--- src/rtl/seq_detect_param.sv ---
// seq_detect_param
//   Parametrised serial pattern detector on a 1-bit data path. It keeps a short
//   history of the most recent enabled bits. It raises a Mealy pulse when that
//   history plus the current bit equals the loaded pattern. The pattern can be
//   reloaded at run time, and matching can be overlapping or non-overlapping.
//   A saturating match counter with a sticky saturation flag follows the pulse.
//
// Parameters
//   PAT_W    pattern length in bits (2..32)
//   PATTERN  pattern loaded at reset; PATTERN[PAT_W-1] is the first bit received
//   CNT_W    match counter width (>= 1)
//
// Ports
//   clk        rising-edge clock
//   rst_n      asynchronous active-low reset
//   en         din is valid this cycle
//   din        serial data bit
//   overlap    1 = overlapping matches, 0 = matched bits are consumed
//   pat_load   load pat_in into the pattern register (discards din and history)
//   pat_in     new pattern, same bit order as PATTERN
//   clear      synchronous clear of match_cnt and cnt_sat
//   dout       combinational match pulse
//   match_q    dout delayed by one clock
//   match_cnt  saturating match count
//   cnt_sat    sticky flag: match_cnt has reached all-ones
module seq_detect_param #(
  parameter int unsigned       PAT_W   = 3,
  parameter logic [PAT_W-1:0]  PATTERN = 3'b101,
  parameter int unsigned       CNT_W   = 8
) (
  input  logic             clk,
  input  logic             rst_n,
  input  logic             en,
  input  logic             din,
  input  logic             overlap,
  input  logic             pat_load,
  input  logic [PAT_W-1:0] pat_in,
  input  logic             clear,
  output logic             dout,
  output logic             match_q,
  output logic [CNT_W-1:0] match_cnt,
  output logic             cnt_sat
);

  if (PAT_W < 2 || PAT_W > 32) begin : g_bad_pat_w
    $error("seq_detect_param: PAT_W must be in 2..32");
  end
  if (CNT_W < 1) begin : g_bad_cnt_w
    $error("seq_detect_param: CNT_W must be at least 1");
  end

  localparam int unsigned        FILL_W   = $clog2(PAT_W);
  localparam logic [FILL_W-1:0]  FILL_MAX = FILL_W'(PAT_W - 1);

  logic [PAT_W-1:0]  pat_reg;
  logic [PAT_W-2:0]  hist;
  logic [FILL_W-1:0] fill;

  logic [PAT_W-1:0]  window;
  logic              full;
  logic [PAT_W-2:0]  hist_nxt;
  logic [FILL_W-1:0] fill_nxt;
  logic [CNT_W-1:0]  cnt_nxt;
  logic              sat_nxt;

  // Match decision and history update
  always_comb begin
    window   = {hist, din};
    full     = (fill == FILL_MAX);
    dout     = en & ~pat_load & full & (window == pat_reg);
    hist_nxt = hist;
    fill_nxt = fill;
    if (pat_load) begin
      hist_nxt = '0;
      fill_nxt = '0;
    end else if (en) begin
      if (dout && !overlap) begin
        hist_nxt = '0;
        fill_nxt = '0;
      end else begin
        // Dropping the MSB of {hist, din} is the shift; also covers PAT_W = 2.
        hist_nxt = window[PAT_W-2:0];
        fill_nxt = full ? fill : fill + 1'b1;
      end
    end
  end

  // Saturating counter; clear wins over a same-cycle match
  always_comb begin
    cnt_nxt = match_cnt;
    sat_nxt = cnt_sat;
    if (clear) begin
      cnt_nxt = '0;
      sat_nxt = 1'b0;
    end else begin
      if (dout && (match_cnt != '1)) begin
        cnt_nxt = match_cnt + 1'b1;
      end
      if (cnt_nxt == '1) begin
        sat_nxt = 1'b1;
      end
    end
  end

  always_ff @(posedge clk or negedge rst_n) begin
    if (!rst_n) begin
      pat_reg   <= PATTERN;
      hist      <= '0;
      fill      <= '0;
      match_q   <= 1'b0;
      match_cnt <= '0;
      cnt_sat   <= 1'b0;
    end else begin
      if (pat_load) begin
        pat_reg <= pat_in;
      end
      hist      <= hist_nxt;
      fill      <= fill_nxt;
      match_q   <= dout;
      match_cnt <= cnt_nxt;
      cnt_sat   <= sat_nxt;
    end
  end

endmodule
--- config.mk ---
export PLATFORM = sky130hd
export DESIGN_NAME = seq_detect_param
export DESIGN_NICKNAME = d
export VERILOG_FILES = /design/src/rtl/seq_detect_param.sv
export SDC_FILE = /design/constraint.sdc
export NUM_CORES = 1
export LEC_CHECK = 0
export CAP_MARGIN = 20
export CORE_MARGIN = 2
export CORE_UTILIZATION = 30
export DETAILED_ROUTE_END_ITERATION = 10
export PLACE_DENSITY = 0.5
export SYNTH_ARGS = -nofsm -noshare
export SYNTH_HDL_FRONTEND = slang
export SYNTH_SLANG_ARGS = --single-unit
--- constraint.sdc ---
create_clock -name clk -period 2.1 [get_ports clk]
set_input_delay 0.21 -clock clk [delete_from_list [all_inputs] [get_ports clk]]
set_output_delay 0.21 -clock clk [all_outputs]
set_load 0.01 [all_outputs]
==> flow_metrics.py, run 1 <==
metrics = {
    "outcome": {
        "outcome": "complete, no violations",
    },
    "setup_path": {
        "slowest_stage": "sky130_fd_sc_hd__dfrtp_1",
        "startpoint_type": "flop",
        "critical_path_peak_fanout": 5,
        "max_stage_delay_ns": 0.40,
        "crit_family": "simple AND/OR/NAND/NOR gates",
        "crit_path_start": "fill[0]$_DFFE_PN0P_",
        "critical_path_cell_by_cell": "inv_1, ha_2, nand3b_4, nor4_4, buf_6, a41oi_1, nor4b_4, a32o_2",
        "timing.critical_path.arrival_ns": 2.14,
        "critical_path_class": "flop to flop",
        "worstPathBufferInverterCount": 2,
        "crit_path_end_kind": "flop",
        "r2r-start": "fill[0]$_DFFE_PN0P_",
        "required_ns": 2.34,
    },
    "timing": {
        "fin_setup_tns_ns": 0,
        "highest_attainable_clock_frequency_mhz": 527,
        "rsz0062_at_grt": "false",
        "tightest_slew_ns": 0.367,
        "period_minus_slack_ns": 1.90,
        "finalSetupViolCount": 0,
        "final_clock_period_utilization_by_the_worst_path": 0.903,
        "timing_hold_violations_final": 0,
        "final-max-slew-violation-count": 0,
        "max-slew-margin-rel": 0.752,
        "setup_clock_skew_after_layout_ns": 0.00142,
        "fin_hold_ws_ns": 0.240,
    },
    "global_route": {
        "grt_first_pass_wirelength_um": 3620,
        "pin_count_of_the_biggest_net_entering_global_routing": 18,
        "grt_usage": 0.134,
        "first_global_vias": 802,
        "total_global_routing_overflow": 0,
        "antenna_found_initial": 0,
    },
    "floorplanning": {
        "die_area_um2": 3680,
        "coreArea_um2": 3050,
        "rows": 20,
        "num_io_pins": 21,
        "die-height_um": 60.6,
        "horizontal_die_dimension_um": 60.6,
        "initial_utilization": 0.315,
    },
    "synth": {
        "synth-seq-area-share": 0.445,
        "syn_nets": 104,
        "synth-async-reset-ratio": 1.00,
        "ys_seq_elements": 17,
        "yosys.cell_types.count": 37,
        "postSynthCellCount": 92,
        "syn_area_cell_um2": 10.5,
        "ys.warnings.count": 0,
        "netlist_area_um2": 962,
        "count_of_flip_flops_with_a_built_in_enable_after_synthesis": 0,
        "leading_register_cell_type_out_of_synthesis": "sky130_fd_sc_hd__dfrtp_1",
    },
    "clock_network": {
        "clock_sink_count": 17,
        "post-cts-setup-buffer-count": 0,
        "clk_pin_slew_worst_paths_ns": 0.10,
        "clk_path_buf_depth": 2,
        "cts_tree": "done",
        "h-tree-depth": 1,
        "cts-buffers-inserted": 3,
        "clk_latency_ns": 0.29,
        "ctsRootBufferMaster": "sky130_fd_sc_hd__clkbuf_4",
    },
    "placement": {
        "gp_routability_congestion": 0.725,
        "detailed_place_hpwl_um": 1530,
        "place_area_um2": 1250,
        "portBuffers": 20,
    },
    "power_and_ir_drop": {
        "powerDensity_nw_per_um2": 470,
        "leakage_nw": 0.555,
        "vdd_ir_drop_max_mv": 0.162,
    },
    "route": {
        "finalWirelength_um": 2110,
        "drcViolationCount": 0,
        "routed-via-count": 793,
        "first_iter_violations": 33,
        "wl_per_cell_um": 12.7,
        "initial_drt_pass_iterations": 4,
        "detail_route.vias_per_cell": 4.78,
        "ant_nets": 0,
    },
    "job": {
        "timing.max_cap.violations": 0,
    },
    "cells_and_area": {
        "n_antenna_cell": 0,
        "finish.net_count": 135,
        "fin_area_um2": 1290,
        "syn_to_final_growth_pct": 34.6,
        "drive_gt1_frac": 0.213,
        "layout.filler_cells": 322,
        "largest_register_ff_count": 8,
    },
    "hold_path": {
        "worst_hold_path_type": "input pin to async pin",
    },
}
-- worst reg2reg max path, cell delays in order (launching register included) --
cell,delay [ns]
sky130_fd_sc_hd__dfrtp_1,0.40
sky130_fd_sc_hd__inv_1,0.08
sky130_fd_sc_hd__ha_2,0.23
sky130_fd_sc_hd__nand3b_4,0.09
sky130_fd_sc_hd__nor4_4,0.19
sky130_fd_sc_hd__buf_6,0.16
sky130_fd_sc_hd__a41oi_1,0.20
sky130_fd_sc_hd__nor4b_4,0.31
sky130_fd_sc_hd__a32o_2,0.19
-- cells by family (layout without fill, tap and decap cells) --
group	after synthesis	count (layout)	synth area share
buffers and inverters	7	37	0.0442
adder cells (fa/ha/maj)	2	2	0.0260
flip-flops	17	17	0.445
XOR/XNOR	7	7	0.0637
multiplexers	3	3	0.0351
AND/OR/NAND/NOR	40	40	0.273
AO/OA/AOI/OAI	16	16	0.113
-- synth_stat cells, types with 2 or more instances --
library cell / number / area share
sky130_fd_sc_hd__or2b_1: 2 / 0.016
sky130_fd_sc_hd__buf_6: 2 / 0.023
sky130_fd_sc_hd__nor2_1: 9 / 0.035
sky130_fd_sc_hd__dfrtp_1: 15 / 0.39
sky130_fd_sc_hd__dfstp_2: 2 / 0.055
sky130_fd_sc_hd__nor3_1: 2 / 0.010
sky130_fd_sc_hd__a21oi_1: 5 / 0.026
sky130_fd_sc_hd__xor2_1: 6 / 0.055
sky130_fd_sc_hd__ha_1: 2 / 0.026
sky130_fd_sc_hd__nand2b_1: 3 / 0.020
sky130_fd_sc_hd__and3_1: 2 / 0.013
sky130_fd_sc_hd__inv_1: 3 / 0.012
sky130_fd_sc_hd__nand2_1: 6 / 0.023
sky130_fd_sc_hd__o21ai_0: 2 / 0.010
sky130_fd_sc_hd__and2_1: 2 / 0.013
sky130_fd_sc_hd__nand3_1: 6 / 0.031
sky130_fd_sc_hd__mux2_2: 3 / 0.035
-- through the flow --
| stage | instances | power, mW | setup slack [ns] | utilization |
|---|---|---|---|---|
| after detailed placement | 161 | 0.434 | 0.00657 | 0.411 |
| after global routing | 166 | 0.646 | 0.0798 | 0.424 |
| after floorplan | 92 | 0.396 | 0.00955 | - |
| after global placement | 161 | 0.432 | 0.0209 | 0.411 |
| final | 166 | 0.608 | 0.203 | 0.424 |
| after CTS | 165 | 0.616 | 0.0251 | 0.420 |
-- layout by cell type (no fill, tap or decap), types with 2 or more instances in the layout --
cell type,n
sky130_fd_sc_hd__or2b_1,2
sky130_fd_sc_hd__mux2_2,3
sky130_fd_sc_hd__o21ai_0,2
sky130_fd_sc_hd__and3_1,2
sky130_fd_sc_hd__nor2_1,9
sky130_fd_sc_hd__dfrtp_1,15
sky130_fd_sc_hd__dfstp_2,2
sky130_fd_sc_hd__inv_1,3
sky130_fd_sc_hd__buf_4,9
sky130_fd_sc_hd__nand2_1,6
sky130_fd_sc_hd__a21oi_1,5
sky130_fd_sc_hd__clkdlybuf4s50_1,19
sky130_fd_sc_hd__xor2_1,6
sky130_fd_sc_hd__nor3_1,2
sky130_fd_sc_hd__nand2b_1,3
sky130_fd_sc_hd__clkbuf_4,3
sky130_fd_sc_hd__nand3_1,6
-- final cells by class --
class	count	area (um2)	share of cell area
clock buffer	4	26.3	0.0203
timing repair buffer	30	279	0.215
sequential	17	428	0.330
tap	44	55.1	0.0425
multi-input combinational	68	495	0.383
inverter	3	11.3	0.00870
-- power breakdown --
group / total, mW / internal [mW] / switching, mW
registers: 0.349 / 0.341 / 0.00808
logic: 0.0779 / 0.0416 / 0.0362
clock network: 0.181 / 0.0739 / 0.107
total: 0.608 / 0.457 / 0.151
-- timing repair --
item | CTS | global route
hold buffers | 0 | 0
pin swaps | 0 | 1
gates resized for setup | 2 | 4
setup endpoints to repair | 1 | 6
gates cloned | 0 | 1
hold endpoints to repair | 0 | 0
-- routing by layer --
metal / share of wire / vias up / track usage
li1: - / 386 / -
met2: 0.46 / 22 / 0.220
met1: 0.47 / 380 / 0.172
met4: 0.016 / 0 / 0.0559
met3: 0.048 / 5 / 0.0277
met5: 0 / - / 0
-- worst paths after layout --
kind / endpoint / slack, ns / cells after the start
setup / recovery: cnt_sat$_DFFE_PN0P_ / 0.20 / 8
hold / removal: pat_reg[1]$_DFFE_PN0P_ / 0.24 / 2
setup reg to reg: cnt_sat$_DFFE_PN0P_ / 0.20 / 8
hold reg to reg: cnt_sat$_DFFE_PN0P_ / 0.51 / 1
max in group asynchronous: pat_reg[0]$_DFFE_PN1P_ / 1.61 / 2
min in group clk: match_cnt[7]$_DFF_PN0_ / 0.51 / 2
Note: power is estimated with default switching activity, not from simulation.
==> inputs of run 2 (changes only) <==
--- a/config.mk
+++ b/config.mk
@@ -9,7 +9,9 @@
 export CORE_MARGIN = 2
 export CORE_UTILIZATION = 30
 export DETAILED_ROUTE_END_ITERATION = 10
+export GPL_TIMING_DRIVEN = 0
 export PLACE_DENSITY = 0.5
+export RECOVER_POWER = 25
 export SYNTH_ARGS = -nofsm -noshare
 export SYNTH_HDL_FRONTEND = slang
 export SYNTH_SLANG_ARGS = --single-unit
==> run 2 against run 1 <==
Register-to-register slack is essentially flat. Clock power decreased by 2%. Cell count fell by 4.8%. Via count is 6.9% lower. Largest cell class unchanged. Design area down 4.5%. Global-route usage down 1.3 points. Worst hold slack lost 0.14 ns. Non-clock buffer count decreased by 8. Die area is the same. Critical path type unchanged. Clock skew grew 0.0023 ns.
==> flow_metrics.py, run 2 (synthesis results as in run 1) <==
metrics = {
    "timing": {
        "final_clock_period_utilization_by_the_worst_path": 0.909,
        "period_minus_slack_ns": 1.91,
        "finalSetupViolCount": 0,
        "setup_clock_skew_after_layout_ns": 0.00375,
        "max-slew-margin-rel": 0.486,
        "tightest_slew_ns": 0.768,
        "fin_ws_ns": 0.192,
        "rsz0062_at_grt": "false",
        "timing_hold_violations_final": 0,
        "final-max-slew-violation-count": 0,
        "fin_setup_tns_ns": 0,
        "highest_attainable_clock_frequency_mhz": 524,
    },
    "hold_path": {
        "hold_path_startpoint": "pat_load",
        "worstHoldEndpoint": "hist[0]$_DFFE_PN0P_",
        "hold_path_depth": 2,
        "worst_hold_path_type": "input pin to flop",
    },
    "setup_path": {
        "critical_path_peak_fanout": 10,
        "max_stage_delay_ns": 0.40,
        "critical_path_cell_by_cell": "inv_1, ha_2, nand3b_4, nor4_4, buf_6, and4b_1, nor3_2, nor4b_4, a32o_2",
        "crit_path_end_kind": "flop",
        "regToRegEndpoint": "cnt_sat$_DFFE_PN0P_",
        "r2r-start": "fill[0]$_DFFE_PN0P_",
        "critical_path_class": "flop to flop",
        "rr_worst_depth": 9,
        "timing.critical_path.arrival_ns": 2.10,
        "slowest_stage": "sky130_fd_sc_hd__dfrtp_1",
        "setup.reg_to_reg.worst_slack_ns": 0.19,
        "startpoint_type": "flop",
        "required_ns": 2.29,
    },
    "clock_network": {
        "clk_pin_slew_worst_paths_ns": 0.10,
        "clk_latency_ns": 0.29,
        "cts_tree": "done",
        "clock_sink_count": 17,
        "h-tree-depth": 1,
        "ctsRootBufferMaster": "sky130_fd_sc_hd__clkbuf_4",
        "cts-buffers-inserted": 3,
        "ctsHoldBuffers": 0,
        "clk_path_buf_depth": 2,
    },
    "route": {
        "ant_nets": 0,
        "finalWirelength_um": 1880,
        "wl_per_cell_um": 11.9,
        "routed-via-count": 738,
        "drcViolationCount": 0,
        "initial_drt_pass_iterations": 4,
        "detail_route.vias_per_cell": 4.67,
        "first_iter_violations": 18,
    },
    "global_route": {
        "first_global_vias": 734,
        "grt_usage": 0.121,
        "total_global_routing_overflow": 0,
        "antenna_found_initial": 0,
        "pin_count_of_the_biggest_net_entering_global_routing": 18,
        "grt_first_pass_wirelength_um": 3290,
    },
    "cells_and_area": {
        "final_cell_mix": "16 x sky130_fd_sc_hd__clkdlybuf4s50_1, 15 x sky130_fd_sc_hd__dfrtp_1, 9 x sky130_fd_sc_hd__nor2_1",
        "ff_latch_area_um2": 428,
        "multi_input_comb_area_um2": 494,
        "n_antenna_cell": 0,
        "layout.cells.most_common": "sky130_fd_sc_hd__clkdlybuf4s50_1",
        "drive_gt1_frac": 0.149,
        "largest_register_ff_count": 8,
        "finish.net_count": 127,
        "syn_to_final_growth_pct": 28.5,
        "layout.filler_cells": 339,
    },
    "power_and_ir_drop": {
        "power.switching_uw": 145,
        "vdd_ir_drop_max_mv": 0.237,
        "leakage_nw": 0.532,
        "relative_contribution_of_the_clock_network_to_total_power": 0.298,
        "power.share.switching": 0.245,
        "power_frac_comb": 0.117,
        "powerDensity_nw_per_um2": 481,
        "pwr-share-seq": 0.585,
        "internal_power_uw": 449,
    },
    "placement": {
        "detailed_place_hpwl_um": 1340,
        "gp_routability_congestion": 0.757,
        "portBuffers": 18,
        "post-place-ws_ns": -0.320,
    },
    "floorplanning": {
        "coreArea_um2": 3050,
        "rows": 20,
        "die-height_um": 60.6,
        "initial_utilization": 0.315,
        "horizontal_die_dimension_um": 60.6,
        "num_io_pins": 21,
        "die_area_um2": 3680,
    },
    "outcome": {
        "outcome": "complete, no violations",
    },
    "job": {
        "timing.max_cap.violations": 0,
    },
}
==> run 2: area by class of cell <==
cell class,count,share of cell area
Buffer,3,0.0223
Clock buffer,4,0.0213
Inverter,3,0.00911
Multi-Input combinational cell,68,0.400
Sequential cell,17,0.346
Tap cell,44,0.0445
Timing Repair Buffer,19,0.157
==> run 2: worst max path at each step <==
stage | start | endpoint | slack [ns] | cells past startpoint
floorplan | fill[0]$_DFFE_PN0P_ | cnt_sat$_DFFE_PN0P_ | 0.01 | 8
global placement | en | cnt_sat$_DFFE_PN0P_ | -0.32 | 7
detailed placement | en | cnt_sat$_DFFE_PN0P_ | -0.32 | 7
CTS | fill[0]$_DFFE_PN0P_ | dout | 0.03 | 5
global route | fill[0]$_DFFE_PN0P_ | cnt_sat$_DFFE_PN0P_ | 0.009 | 10
finish | fill[0]$_DFFE_PN0P_ | cnt_sat$_DFFE_PN0P_ | 0.19 | 9
==> run 2: layer usage <==
metal	global-route usage	wire [um]	up-vias
li1	-	-	373
met1	0.160	911	346
met2	0.190	864	17
met3	0.0235	91	2
met4	0.0559	12	0
met5	0	0	-
==> run 2: power groups by stage <==
stage               Clock [mW]  Combinational [mW]  Sequential (mW)
floorplan                    0              0.0420            0.354
global placement             0              0.0695            0.355
detailed placement           0              0.0705            0.356
CTS                      0.187              0.0714            0.349
global route             0.202              0.0785            0.349
finish                   0.177              0.0696            0.348
==> run 2: worst max-delay path, delay by kind of cell (launching register included) <==
kind,cells,cell delay (ns)
buffers and inverters,2,0.26
and+or+nand+nor,5,0.65
DFF,1,0.40
AOI/OAI and AO/OA,1,0.27
adders and majority gates,1,0.23
==> run 2: through the flow <==
step | util | cell area, um2 | std cells | hold slack [ns] | power (mW)
3_5_place_dp | 0.392 | 1200 | 154 | 0.419 | 0.426
4_1_cts | 0.403 | 1230 | 159 | 0.0965 | 0.608
3_3_place_gp | 0.392 | 1200 | 154 | 0.417 | 0.425
6_report | 0.405 | 1240 | 158 | 0.103 | 0.595
2_1_floorplan | - | 962 | 92 | -0.0856 | 0.396
5_1_grt | 0.405 | 1240 | 158 | 0.0969 | 0.630
==> run 2: repair_timing <==
| item | CTS | global route |
|---|---|---|
| gates resized for setup | 0 | 3 |
| pin swaps | 1 | 0 |
| buffers inserted | 1 | 0 |
| endpoints found under the setup margin | 5 | 2 |
==> inputs of run 3 (changes only) <==
--- a/config.mk
+++ b/config.mk
@@ -10,8 +10,9 @@
 export CORE_UTILIZATION = 30
 export DETAILED_ROUTE_END_ITERATION = 10
 export GPL_TIMING_DRIVEN = 0
-export PLACE_DENSITY = 0.5
+export PLACE_DENSITY = 0.48
 export RECOVER_POWER = 25
+export SETUP_SLACK_MARGIN = 0.1
 export SYNTH_ARGS = -nofsm -noshare
 export SYNTH_HDL_FRONTEND = slang
 export SYNTH_SLANG_ARGS = --single-unit
==> constraint.sdc (replaced) <==
create_clock -name clk -period 1.9 [get_ports clk]
set_input_delay 0.19 -clock clk [delete_from_list [all_inputs] [get_ports clk]]
set_output_delay 0.19 -clock clk [all_outputs]
set_load 0.01 [all_outputs]
==> run 3 against run 2 <==
Sequential share of layout area decreased by 3.5 points. Cell count increased by 5.7%. Register-to-register slack got worse by 0.18 ns. Critical path type unchanged. Non-clock buffer count increased by 9. Worst hold slack got worse by 0.017 ns.
==> flow_metrics.py, run 3 (synthesis results as in run 1) <==
metrics = {
    "outcome": {
        "outcome": "complete, no violations",
    },
    "timing": {
        "setup_clock_skew_after_layout_ns": 0.0133,
        "highest_attainable_clock_frequency_mhz": 530,
        "finalSetupViolCount": 0,
        "fin_hold_ws_ns": 0.0860,
        "max-slew-margin-rel": 0.474,
        "final-max-slew-violation-count": 0,
        "period_minus_slack_ns": 1.89,
        "timing_hold_violations_final": 0,
        "tightest_slew_ns": 0.786,
        "rsz0062_at_grt": "true",
        "final_clock_period_utilization_by_the_worst_path": 0.992,
    },
    "cells_and_area": {
        "layout.filler_cells": 327,
        "layout.cells.most_common": "sky130_fd_sc_hd__clkdlybuf4s50_1",
        "finish.net_count": 136,
        "postLayoutCoreUtil": 0.454,
        "finish.cell_count_without_fillers": 167,
        "final_cell_mix": "16 x sky130_fd_sc_hd__clkdlybuf4s50_1, 12 x sky130_fd_sc_hd__dfrtp_1, 9 x sky130_fd_sc_hd__nor2_1",
        "syn_to_final_growth_pct": 44.1,
        "n_antenna_cell": 0,
        "drive_gt1_frac": 0.366,
        "largest_register_ff_count": 8,
    },
    "clock_network": {
        "clk_pin_slew_worst_paths_ns": 0.11,
        "cts_tree": "done",
        "clock_sink_count": 17,
        "clk_path_buf_depth": 2,
        "clk_latency_ns": 0.29,
        "ctsRootBufferMaster": "sky130_fd_sc_hd__clkbuf_4",
        "h-tree-depth": 1,
        "cts-buffers-inserted": 3,
    },
    "placement": {
        "gp_routability_congestion": 0.682,
        "post-place-cells": 154,
        "detailed_place_hpwl_um": 1430,
        "portBuffers": 18,
    },
    "power_and_ir_drop": {
        "powerDensity_nw_per_um2": 494,
        "leakage_nw": 0.573,
        "vdd_ir_drop_max_mv": 0.177,
        "total_power_uw": 685,
    },
    "setup_path": {
        "critical_path_peak_fanout": 5,
        "critical_path_cell_by_cell": "xor2_2, nor4_4, buf_6, and4b_1, nor3_2, nor4b_4, a32o_2",
        "regToRegEndpoint": "cnt_sat$_DFFE_PN0P_",
        "timing.critical_path.arrival_ns": 2.08,
        "cp-endpoint": "cnt_sat$_DFFE_PN0P_",
        "slowest_stage": "sky130_fd_sc_hd__dfstp_2",
        "startpoint_type": "flop",
        "required_ns": 2.09,
        "crit_path_start": "pat_reg[0]$_DFFE_PN1P_",
        "worstPathBufferInverterCount": 1,
        "max_stage_delay_ns": 0.56,
        "setup.reg_to_reg.worst_slack_ns": 0.01,
        "crit_cells": 7,
        "crit_family": "simple AND/OR/NAND/NOR gates",
        "critical_path_class": "flop to flop",
        "r2r-start": "pat_reg[0]$_DFFE_PN1P_",
        "crit_path_end_kind": "flop",
        "rr_worst_depth": 7,
    },
    "route": {
        "first_iter_violations": 17,
        "finalWirelength_um": 2130,
        "ant_nets": 0,
        "routedLengthMet1_um": 977,
        "drcViolationCount": 0,
        "detail_route.vias_per_cell": 4.72,
        "wl_per_cell_um": 12.8,
        "route.top_layer_used": "met4",
        "met2_wire_length_um": 1090,
        "routed-via-count": 788,
        "wl_met3_um": 54,
        "initial_drt_pass_iterations": 4,
    },
    "hold_path": {
        "worst_hold_path_type": "input pin to flop",
    },
    "global_route": {
        "first_global_vias": 751,
        "antenna_found_initial": 0,
        "grt_usage": 0.135,
        "grt_first_pass_wirelength_um": 3570,
        "total_global_routing_overflow": 0,
        "pin_count_of_the_biggest_net_entering_global_routing": 18,
    },
    "floorplanning": {
        "coreArea_um2": 3050,
        "horizontal_die_dimension_um": 60.6,
        "rows": 20,
        "num_io_pins": 21,
        "initial_utilization": 0.315,
        "die-height_um": 60.6,
        "die_area_um2": 3680,
    },
    "job": {
        "timing.max_cap.violations": 0,
    },
}
run 3: metrics by stage:
stage	area, um2	setup WS, ns	TNS, ns
6_report	1390	0.0147	0
5_1_grt	1390	-0.0793	-0.142
4_1_cts	1340	-0.0674	-0.0674
3_5_place_dp	1210	-0.472	-3.88
3_3_place_gp	1210	-0.463	-3.79
2_1_floorplan	977	-0.0253	-0.0253
run 3: timing repair:
action / 4_1_cts / 5_1_grt
buffers inserted: 8 / 0
gates cloned: 1 / 0
hold endpoints to repair: 0 / 0
hold buffers: 0 / 0
pin swaps: 7 / 6
resized for setup: 11 / 11
endpoints found under the setup margin: 13 / 12
run 3: cell type report:
type / instances / area (um2) / share of cell area
timing repair buffer: 27 / 258 / 0.186
inverter: 3 / 11.3 / 0.00812
sequential: 17 / 432 / 0.311
clock buffer: 4 / 26.3 / 0.0190
tap: 44 / 55.1 / 0.0397
buffer: 4 / 32.5 / 0.0235
multi-input combinational: 68 / 572 / 0.412
run 3: power breakdown:
group          total [mW]  internal [mW]  switching (mW)
registers           0.389          0.377          0.0119
logic              0.0994         0.0541          0.0453
clock network       0.196         0.0814           0.115
run 3: worst register-to-register path, cell delays in order (launching register included):
cell                      delay (ns)
sky130_fd_sc_hd__dfstp_2        0.56
sky130_fd_sc_hd__xor2_2         0.08
sky130_fd_sc_hd__nor4_4         0.34
sky130_fd_sc_hd__buf_6          0.17
sky130_fd_sc_hd__and4b_1        0.21
sky130_fd_sc_hd__nor3_2         0.05
sky130_fd_sc_hd__nor4b_4        0.13
sky130_fd_sc_hd__a32o_2         0.24
run 3: worst min path at each step:
stage | from | to | depth (start not counted)
6_report | pat_load | hist[1]$_DFFE_PN0P_ | 2
2_1_floorplan | rst_n | cnt_sat$_DFFE_PN0P_ | 0
5_1_grt | pat_load | hist[1]$_DFFE_PN0P_ | 2
4_1_cts | pat_load | hist[1]$_DFFE_PN0P_ | 2
3_5_place_dp | pat_load | hist[1]$_DFFE_PN0P_ | 2
3_3_place_gp | pat_load | hist[1]$_DFFE_PN0P_ | 2
run 3: layer usage:
layer | vias to the layer above | global-route usage
li1 | 386 | -
met2 | 13 | 0.206
met4 | 0 | 0.0559
met5 | - | 0
met1 | 387 | 0.191
met3 | 2 | 0.0192
